<file path="config.mk">
export PLATFORM = sky130hd
export DESIGN_NAME = grf_wb_arbiter
export DESIGN_NICKNAME = d
export VERILOG_FILES = /design/src/rtl/grf_wb_arbiter.sv
export SDC_FILE = /design/constraint.sdc
export NUM_CORES = 1
export LEC_CHECK = 0
export BUFFER_PORTS_ARGS = -buffer_cell sky130_fd_sc_hd__buf_2
export CORE_MARGIN = 2
export CORE_UTILIZATION = 49
export CTS_CLUSTER_SIZE = 28
export DETAILED_ROUTE_END_ITERATION = 12
export PLACE_DENSITY = 0.76
export REMOVE_ABC_BUFFERS = 1
export SYNTH_ARGS = -nofsm -noshare
export SYNTH_HDL_FRONTEND = slang
export SYNTH_SLANG_ARGS = --single-unit
export TNS_END_PERCENT = 10
</file>
<file path="constraint.sdc">
create_clock -name clk -period 4.5 [get_ports clk]
set_input_delay 0 -clock clk [delete_from_list [all_inputs] [get_ports clk]]
set_output_delay 0 -clock clk [all_outputs]
set_load 0.01 [all_outputs]
</file>
<file path="src/rtl/grf_wb_arbiter.sv">
// GRF write-port arbiter: the W stage always wins, multi-cycle results queue in a small FIFO.
// A scoreboard tracks registers with outstanding multi-cycle writes so decode can stall on them.
module grf_wb_arbiter #(
    parameter int DEPTH = 2
) (
    input  logic        clk,
    input  logic        reset,
    input  logic        a_we,
    input  logic [4:0]  a_addr,
    input  logic [31:0] a_data,
    input  logic [31:0] a_pc,
    input  logic        b_valid,
    output logic        b_ready,
    input  logic [4:0]  b_addr,
    input  logic [31:0] b_data,
    input  logic [31:0] b_pc,
    input  logic        b_issue,
    input  logic [4:0]  b_issue_addr,
    input  logic [4:0]  rs_addr,
    input  logic [4:0]  rt_addr,
    output logic        rs_busy,
    output logic        rt_busy,
    output logic        regwrite,
    output logic [4:0]  writereg,
    output logic [31:0] writedata,
    output logic [31:0] pc
);

    localparam int AW = $clog2(DEPTH);

    typedef struct packed {
        logic [4:0]  addr;
        logic [31:0] data;
        logic [31:0] pc;
    } entry_t;

    entry_t      mem [DEPTH];
    entry_t      head;
    logic [AW:0] wr_ptr;
    logic [AW:0] rd_ptr;
    logic [31:0] pending;
    logic [31:0] pending_next;
    logic        empty;
    logic        full;
    logic        a_eff;
    logic        push;
    logic        pop;

    // Extra wrap bit separates full (same index, different lap) from empty.
    assign empty = (wr_ptr == rd_ptr);
    assign full  = (wr_ptr[AW] != rd_ptr[AW]) && (wr_ptr[AW-1:0] == rd_ptr[AW-1:0]);

    assign b_ready = !full;
    assign a_eff   = a_we && (a_addr != 5'd0);
    // Zero-destination results are accepted from the unit but never stored.
    assign push    = b_valid && b_ready && (b_addr != 5'd0);
    assign pop     = !a_eff && !empty;
    assign head    = mem[rd_ptr[AW-1:0]];

    assign rs_busy = pending[rs_addr];
    assign rt_busy = pending[rt_addr];

    // NOTE: storage has no reset; the pointers alone define which slots hold live data.
    always_ff @(posedge clk) begin
        if (push) begin
            mem[wr_ptr[AW-1:0]] <= '{addr: b_addr, data: b_data, pc: b_pc};
        end
    end

    // NOTE: combinational blocks start from a default so no path leaves a latch behind.
    always_comb begin
        pending_next = pending;
        if (pop) begin
            pending_next[head.addr] = 1'b0;
        end
        if (b_issue && (b_issue_addr != 5'd0)) begin
            pending_next[b_issue_addr] = 1'b1;
        end
        pending_next[0] = 1'b0;
    end

    // NOTE: sequential state uses non-blocking assignments so every register samples pre-edge values.
    always_ff @(posedge clk or negedge reset) begin
        if (!reset) begin
            wr_ptr    <= '0;
            rd_ptr    <= '0;
            pending   <= '0;
            regwrite  <= 1'b0;
            writereg  <= 5'd0;
            writedata <= 32'd0;
            pc        <= 32'd0;
        end else begin
            pending <= pending_next;
            if (push) begin
                wr_ptr <= wr_ptr + 1'b1;
            end
            if (pop) begin
                rd_ptr <= rd_ptr + 1'b1;
            end
            if (a_eff) begin
                regwrite  <= 1'b1;
                writereg  <= a_addr;
                writedata <= a_data;
                pc        <= a_pc;
            end else if (pop) begin
                regwrite  <= 1'b1;
                writereg  <= head.addr;
                writedata <= head.data;
                pc        <= head.pc;
            end else begin
                regwrite  <= 1'b0;
            end
        end
    end

endmodule

</file>
After elaboration in Yosys (flattened, before gate mapping)
Memory sizes are Yosys's and may differ from the RTL's.
Cells that the tools add are included.
Cells by class
  add/sub/neg operators: 2
  order comparisons: 6
  equality and inequality tests: 3
  mux-type cells: 20
  bitwise logic cells: 3
  reductions and logical operators: 15
Operator list (count)
  $mux W32: 6
  $and A32 B32 Y32: 1
  $not A32 Y32: 1
  $or A32 B32 Y32: 1
  $lt A5 B6 Y1 const B: 4
  $reduce_bool A5 Y1: 3
  $bmux W1 S5: 2
  $demux W1 S5: 2
  $ge A5 B1 Y1 const B: 2
  $mux W5: 2
  $logic_and A1 B1 Y1: 8
  $mux W1: 8
  $add A2 B1 Y2 const B: 2
  $logic_not A1 Y1: 3
  $eq A2 B2 Y1: 1
  $reduce_bool A2 Y1: 1
  $eq A1 B1 Y1: 1
  $ne A1 B1 Y1: 1
Word-level totals
  bits in registers: 105
  RAM bits: 138
  input port bits: 158
  logic and storage cells: 57
  memories: 1
Memories
  mem: words 2, width 69, rd ports 1, clocked after memory_dff 0, write ports 1, line 37  | entry_t mem [DEPTH];

Longest topological paths before layout
An unclocked memory read counts as a cell.
  depth after elaboration: 10
  gate-level depth with buffers: 7
  depth with buffers taken out: 4

Least setup slack after synthesis
OpenSTA, ideal clock, no wires.
  path kind: register -> register
  start point: reg wr_ptr[0]
  end point: mem mem[1][0] (netlist name), enable pin
  arrival time: 3.857 ns
  slack: 0.144 ns
  cell stages (with the launch flop): 5
  period minus slack after synthesis: 4.356 ns
  cell sequence: dfrtp_1 > clkbuf_2 > xor2_1 > o221ai_1 > nor2_1
On the way
  word-level cells in the longest chain between the ends: 7
RTL lines
  start: declaration: line 39  | logic [AW:0] wr_ptr;
  start signal: assignment: line 95  | wr_ptr <= wr_ptr + 1'b1;
  $eq A1 B1 Y1: line 51  | assign full = (wr_ptr[AW] != rd_ptr[AW]) && (wr_ptr[AW-1:0] == rd_ptr[AW-1:0]);
  $logic_and A1 B1 Y1: line 51
  $logic_not A1 Y1: line 53  | assign b_ready = !full;
  $logic_and A1 B1 Y1 (2 in a row): line 56  | assign push = b_valid && b_ready && (b_addr != 5'd0);
  $mux W1: line 65  | if (push) begin
  $mux W1 (implied by the code): line 66  | mem[wr_ptr[AW-1:0]] <= '{addr: b_addr, data: b_data, pc: b_pc};
  end: declaration: line 37
Parallel ways exist; a longest one is shown, timed or not.

Worst setup path after layout
  start point: reg rd_ptr[0]
  end point: reg writedata[9]
On the way
  word-level cells in the longest chain between the ends: 4
  elaborated cells between the ends (all ways): 7
  those cells by class: 1 x eq/ne; 2 x mux; 3 x reduce/logical; 1 x memory
RTL lines
  start: declaration: line 40  | logic [AW:0] rd_ptr;
  start signal: assignment: line 98  | rd_ptr <= rd_ptr + 1'b1;
  $eq A2 B2 Y1: line 50  | assign empty = (wr_ptr == rd_ptr);
  $logic_not A1 Y1: line 57  | assign pop = !a_eff && !empty;
  $logic_and A1 B1 Y1: line 57
  $reduce_bool A2 Y1 (no line)
  end signal: assignment: line 103  | writedata <= a_data;
  end signal: assignment: line 108  | writedata <= head.data;
  end: declaration: line 25  | output logic [31:0] writedata,
Parallel ways exist; a longest one is shown, timed or not. The select of a mux whose other input is x is not followed.
A chain may end at the register's enable or synchronous reset.

==> impl_metrics.py <==
metrics = {
    "pwr": {
        "power_leakage_nw": 5.789,
        "combPwrFrac": 0.389,
        "sw_frac_of_total": 0.3951,
        "power_per_cell_area_nw_per_um2": 662.9,
        "vdd_ir_drop_max_mv": 0.4902,
        "sequentialPowerShare": 0.402,
        "report.power.total_mw": 9.409,
        "p_int_mw": 5.691,
        "pwr-share-clk": 0.209,
        "netSwitchingPower_mw": 3.718,
    },
    "route": {
        "drt-wirelength-per-cell_microns": 19.66,
        "detailedRoute.firstIterationViolations": 588,
        "routed.top_layer": "met4",
        "wl_met3_microns": 2129,
        "final_routed_drc_violation_total": 0,
        "met2_length_microns": 15100,
        "via_per_inst": 5.627,
        "firstDrtPassIters": 6,
        "detail_route.wirelength_microns": 29920,
        "detail-route-antenna-nets": 0,
        "via_count": 8564,
        "detail_route.wirelength.met1_microns": 11580,
    },
    "yosys": {
        "yosys_top_cell_by_area": "sky130_fd_sc_hd__edfxtp_1",
        "synth_top_family_by_area": "compound AO/OA/AOI/OAI gates",
        "ys_types": 40,
        "synth_top_flop_cell": "sky130_fd_sc_hd__edfxtp_1",
        "muxShareOfSynthArea": 0.03586,
        "ys_top_cells_by_area": "sky130_fd_sc_hd__edfxtp_1 39%, sky130_fd_sc_hd__dfrtp_1 25%, sky130_fd_sc_hd__nand2_1 4.9%",
        "yosysTopAreaCellShare": 0.3920,
        "synth-compound-area-share": 0.1426,
        "yosys.area_share.adder": 0,
        "ys_seq_elements": 243,
        "yosys.area_share.xor_xnor": 0.006627,
        "synth.avg_cell_area_sq_um": 12.17,
        "synthTopCellsByCount": "138 x sky130_fd_sc_hd__edfxtp_1, 138 x sky130_fd_sc_hd__nand2_1, 105 x sky130_fd_sc_hd__dfrtp_1",
        "synthesis_warnings": 0,
        "synthSimpleGateAreaFrac": 0.1407,
        "number_of_enable_type_register_cells_in_the_synthesized_netlist": 138,
        "synthesis.instances": 869,
        "synth-seq-area-share": 0.6405,
        "async_flop_share": 0.4321,
        "syn-cell-area_sq_um": 10570,
    },
    "critical_path": {
        "worst_path_largest_cell_delay_ns": 0.79,
        "path_cells": "xnor2_1 > nand2_2 > buf_4 > nor2_1 > o31ai_1",
        "crit_path_buffers_inverters": 1,
        "worstPathArrival_ns": 3.17,
        "critPathKind": "flop to flop",
        "critical_path.endpoint_type": "flop",
        "crit-reg2reg-launch": "rd_ptr[0]$_DFFE_PN0N_",
        "crit-reg2reg-capture": "writedata[9]$_DFFE_PN0P_",
        "slowest_cell_on_the_critical_path": "sky130_fd_sc_hd__nand2_2",
        "reg2reg_depth": 5,
        "critical_path.max_fanout": 45,
        "reg2reg_slack_ns": 1.72,
        "path_delay_family": "simple AND/OR/NAND/NOR gates",
        "cp-start-kind": "flop",
        "cp.required_ns": 4.89,
    },
    "cells_and_area": {
        "finalNetCount": 1385,
        "multi_input_comb_area_sq_um": 3477,
        "postLayoutCellArea_sq_um": 14190,
        "area.growth.synth_to_final_pct": 34.25,
        "post_route_cells_drive_above_1_share": 0.2458,
        "filler_cell_count": 1464,
        "final-seq-area_sq_um": 6775,
    },
    "clock_tree": {
        "worstSkewPairLatency_ns": 0.51,
        "cts-buffers-inserted": 24,
        "cts_tree": "built",
        "clk_path_buf_depth": 3,
        "cts.sinks": 243,
        "post_cts_buffers": 0,
        "cts.hold.buffers_added": 155,
        "cts.root.buffer_cell": "sky130_fd_sc_hd__clkbuf_16",
        "cts_htree_levels": 1,
        "worst_setup_hold_path_clk_slew_ns": 0.06,
        "cts_repair_resize_count": 0,
    },
    "sta": {
        "worst_slew_pin_slew_ns": 1.148,
        "maxClockFrequency_ghz": 0.3601,
        "setup_viol_count_final": 0,
        "finalClockSkew_ns": 0.01004,
        "layout_worst_path_cycle_share": 0.6171,
        "hold_violations": 0,
        "final_max_slew_viol_count": 0,
        "finalWorstPathRequiredPeriod_ns": 2.777,
        "max-slew-margin-rel": 0.2346,
        "rsz0062_at_grt": "no",
    },
    "place": {
        "post_dp_cell_area_sq_um": 11870,
        "detailed_place_hpwl_microns": 17100,
        "placement.io_buffers": 230,
        "finalWeightedCongestion": 0.8595,
    },
    "die": {
        "core.rowCount": 53,
        "fp.dieArea_sq_um": 22770,
        "die_width_microns": 150.9,
        "io_pins": 231,
        "floorplan.die.height_microns": 150.9,
        "core_area_sq_um": 21090,
        "initial_utilization": 0.5014,
    },
    "grt": {
        "grt_pass1_wl_microns": 45910,
        "grt_pass1_vias": 8734,
        "grt_overflow": 0,
        "grt_antenna_before_repair": 2,
        "grtUsageTotal": 0.2597,
        "grt_start_max_net_pins": 105,
    },
    "status": {
        "run_status": "completed",
    },
    "job": {
        "cap_viol_max_count": 0,
    },
    "min_path": {
        "timing.hold.worst.class": "primary input to async pin",
    },
}
final cells by class:
class,instances,area share
Inverter,4,0.001058
Multi-Input combinational cell,559,0.2450
Tap cell,275,0.02424
Sequential cell,243,0.4773
Clock buffer,28,0.04557
Timing Repair Buffer,395,0.1976
Antenna cell,2,0.0003526
Clock inverter,16,0.008815
registers in the layout, indices dropped and copies added, names as in the netlist:
| register | flops |
|---|---|
| rd_ptr | 2 |
| regwrite | 1 |
| pending | 31 |
| pc | 32 |
| wr_ptr | 2 |
| writedata | 32 |
| writereg | 5 |
| mem | 138 |
routing by layer:
layer,up-vias,GRT usage
li1,3934,-
met1,4128,0.3211
met2,427,0.4473
met3,75,0.05181
met4,0,0.1084
met5,-,0
power by group through the flow:
| stage | sequential, mW | combinational [mW] | clock, mW |
|---|---|---|---|
| floorplan | 3.96 | 1.91 | 0 |
| global placement | 3.75 | 3.37 | 0 |
| detailed placement | 3.77 | 3.46 | 0 |
| CTS | 3.75 | 3.58 | 1.98 |
| global route | 3.86 | 3.98 | 2.09 |
| finish | 3.78 | 3.66 | 1.96 |
placed cells by master, fill, tap and decap left out, types with 4 or more instances in the layout:
master / Yosys / layout
sky130_fd_sc_hd__o31ai_1: 55 / 55
sky130_fd_sc_hd__mux4_2: 6 / 6
sky130_fd_sc_hd__clkinv_2: 0 / 5
sky130_fd_sc_hd__a211oi_1: 67 / 67
sky130_fd_sc_hd__nor2b_1: 71 / 71
sky130_fd_sc_hd__dfrtp_1: 105 / 104
sky130_fd_sc_hd__o21ai_0: 5 / 5
sky130_fd_sc_hd__o41ai_1: 31 / 31
sky130_fd_sc_hd__mux2i_1: 21 / 21
sky130_fd_sc_hd__nand2_1: 138 / 137
sky130_fd_sc_hd__buf_2: 5 / 229
sky130_fd_sc_hd__buf_4: 0 / 9
sky130_fd_sc_hd__nand2b_1: 9 / 9
sky130_fd_sc_hd__a21oi_1: 11 / 11
sky130_fd_sc_hd__xor2_1: 5 / 5
sky130_fd_sc_hd__clkinvlp_4: 0 / 4
sky130_fd_sc_hd__inv_1: 4 / 4
sky130_fd_sc_hd__nor2_1: 83 / 80
sky130_fd_sc_hd__dlygate4sd3_1: 0 / 155
sky130_fd_sc_hd__nand3_1: 16 / 16
sky130_fd_sc_hd__o31ai_2: 11 / 11
sky130_fd_sc_hd__a22oi_1: 4 / 4
sky130_fd_sc_hd__edfxtp_1: 138 / 138
sky130_fd_sc_hd__clkbuf_16: 0 / 25
metrics by stage:
step	hold slack, ns	instances	TNS (ns)	utilization	setup WS, ns
after floorplan	-0.2956	806	-501.93	-	-2.324
after global placement	0.09065	1321	0	0.5627	1.808
after detailed placement	0.09547	1321	0	0.5627	1.746
after CTS	0.09937	1520	0	0.6728	1.725
after global routing	0.1507	1522	0	0.6731	1.563
final	0.06695	1522	0	0.6731	1.723
worst max path at each step:
stage	cells past startpoint	end	slack, ns	startpoint
6_report	5	writedata[9]$_DFFE_PN0P_	1.72	rd_ptr[0]$_DFFE_PN0N_
5_1_grt	5	writedata[16]$_DFFE_PN0P_	1.56	rd_ptr[0]$_DFFE_PN0N_
4_1_cts	4	mem[0][21]$_DFFE_PP_	1.72	rd_ptr[0]$_DFFE_PN0N_
3_5_place_dp	4	mem[0][11]$_DFFE_PP_	1.75	rd_ptr[0]$_DFFE_PN0N_
3_3_place_gp	4	mem[0][57]$_DFFE_PP_	1.81	rd_ptr[0]$_DFFE_PN0N_
2_1_floorplan	4	rd_ptr[0]$_DFFE_PN0N_	-2.32	rd_ptr[0]$_DFFE_PN0N_
cells by family after synthesis:
family | after synthesis
muxes | 30
AOI/OAI and AO/OA | 193
buffers and inverters | 67
DFF | 243
and+or+nand+nor | 328
xor gates and xnor gates | 8
Power figures use the tool's default switching activity.
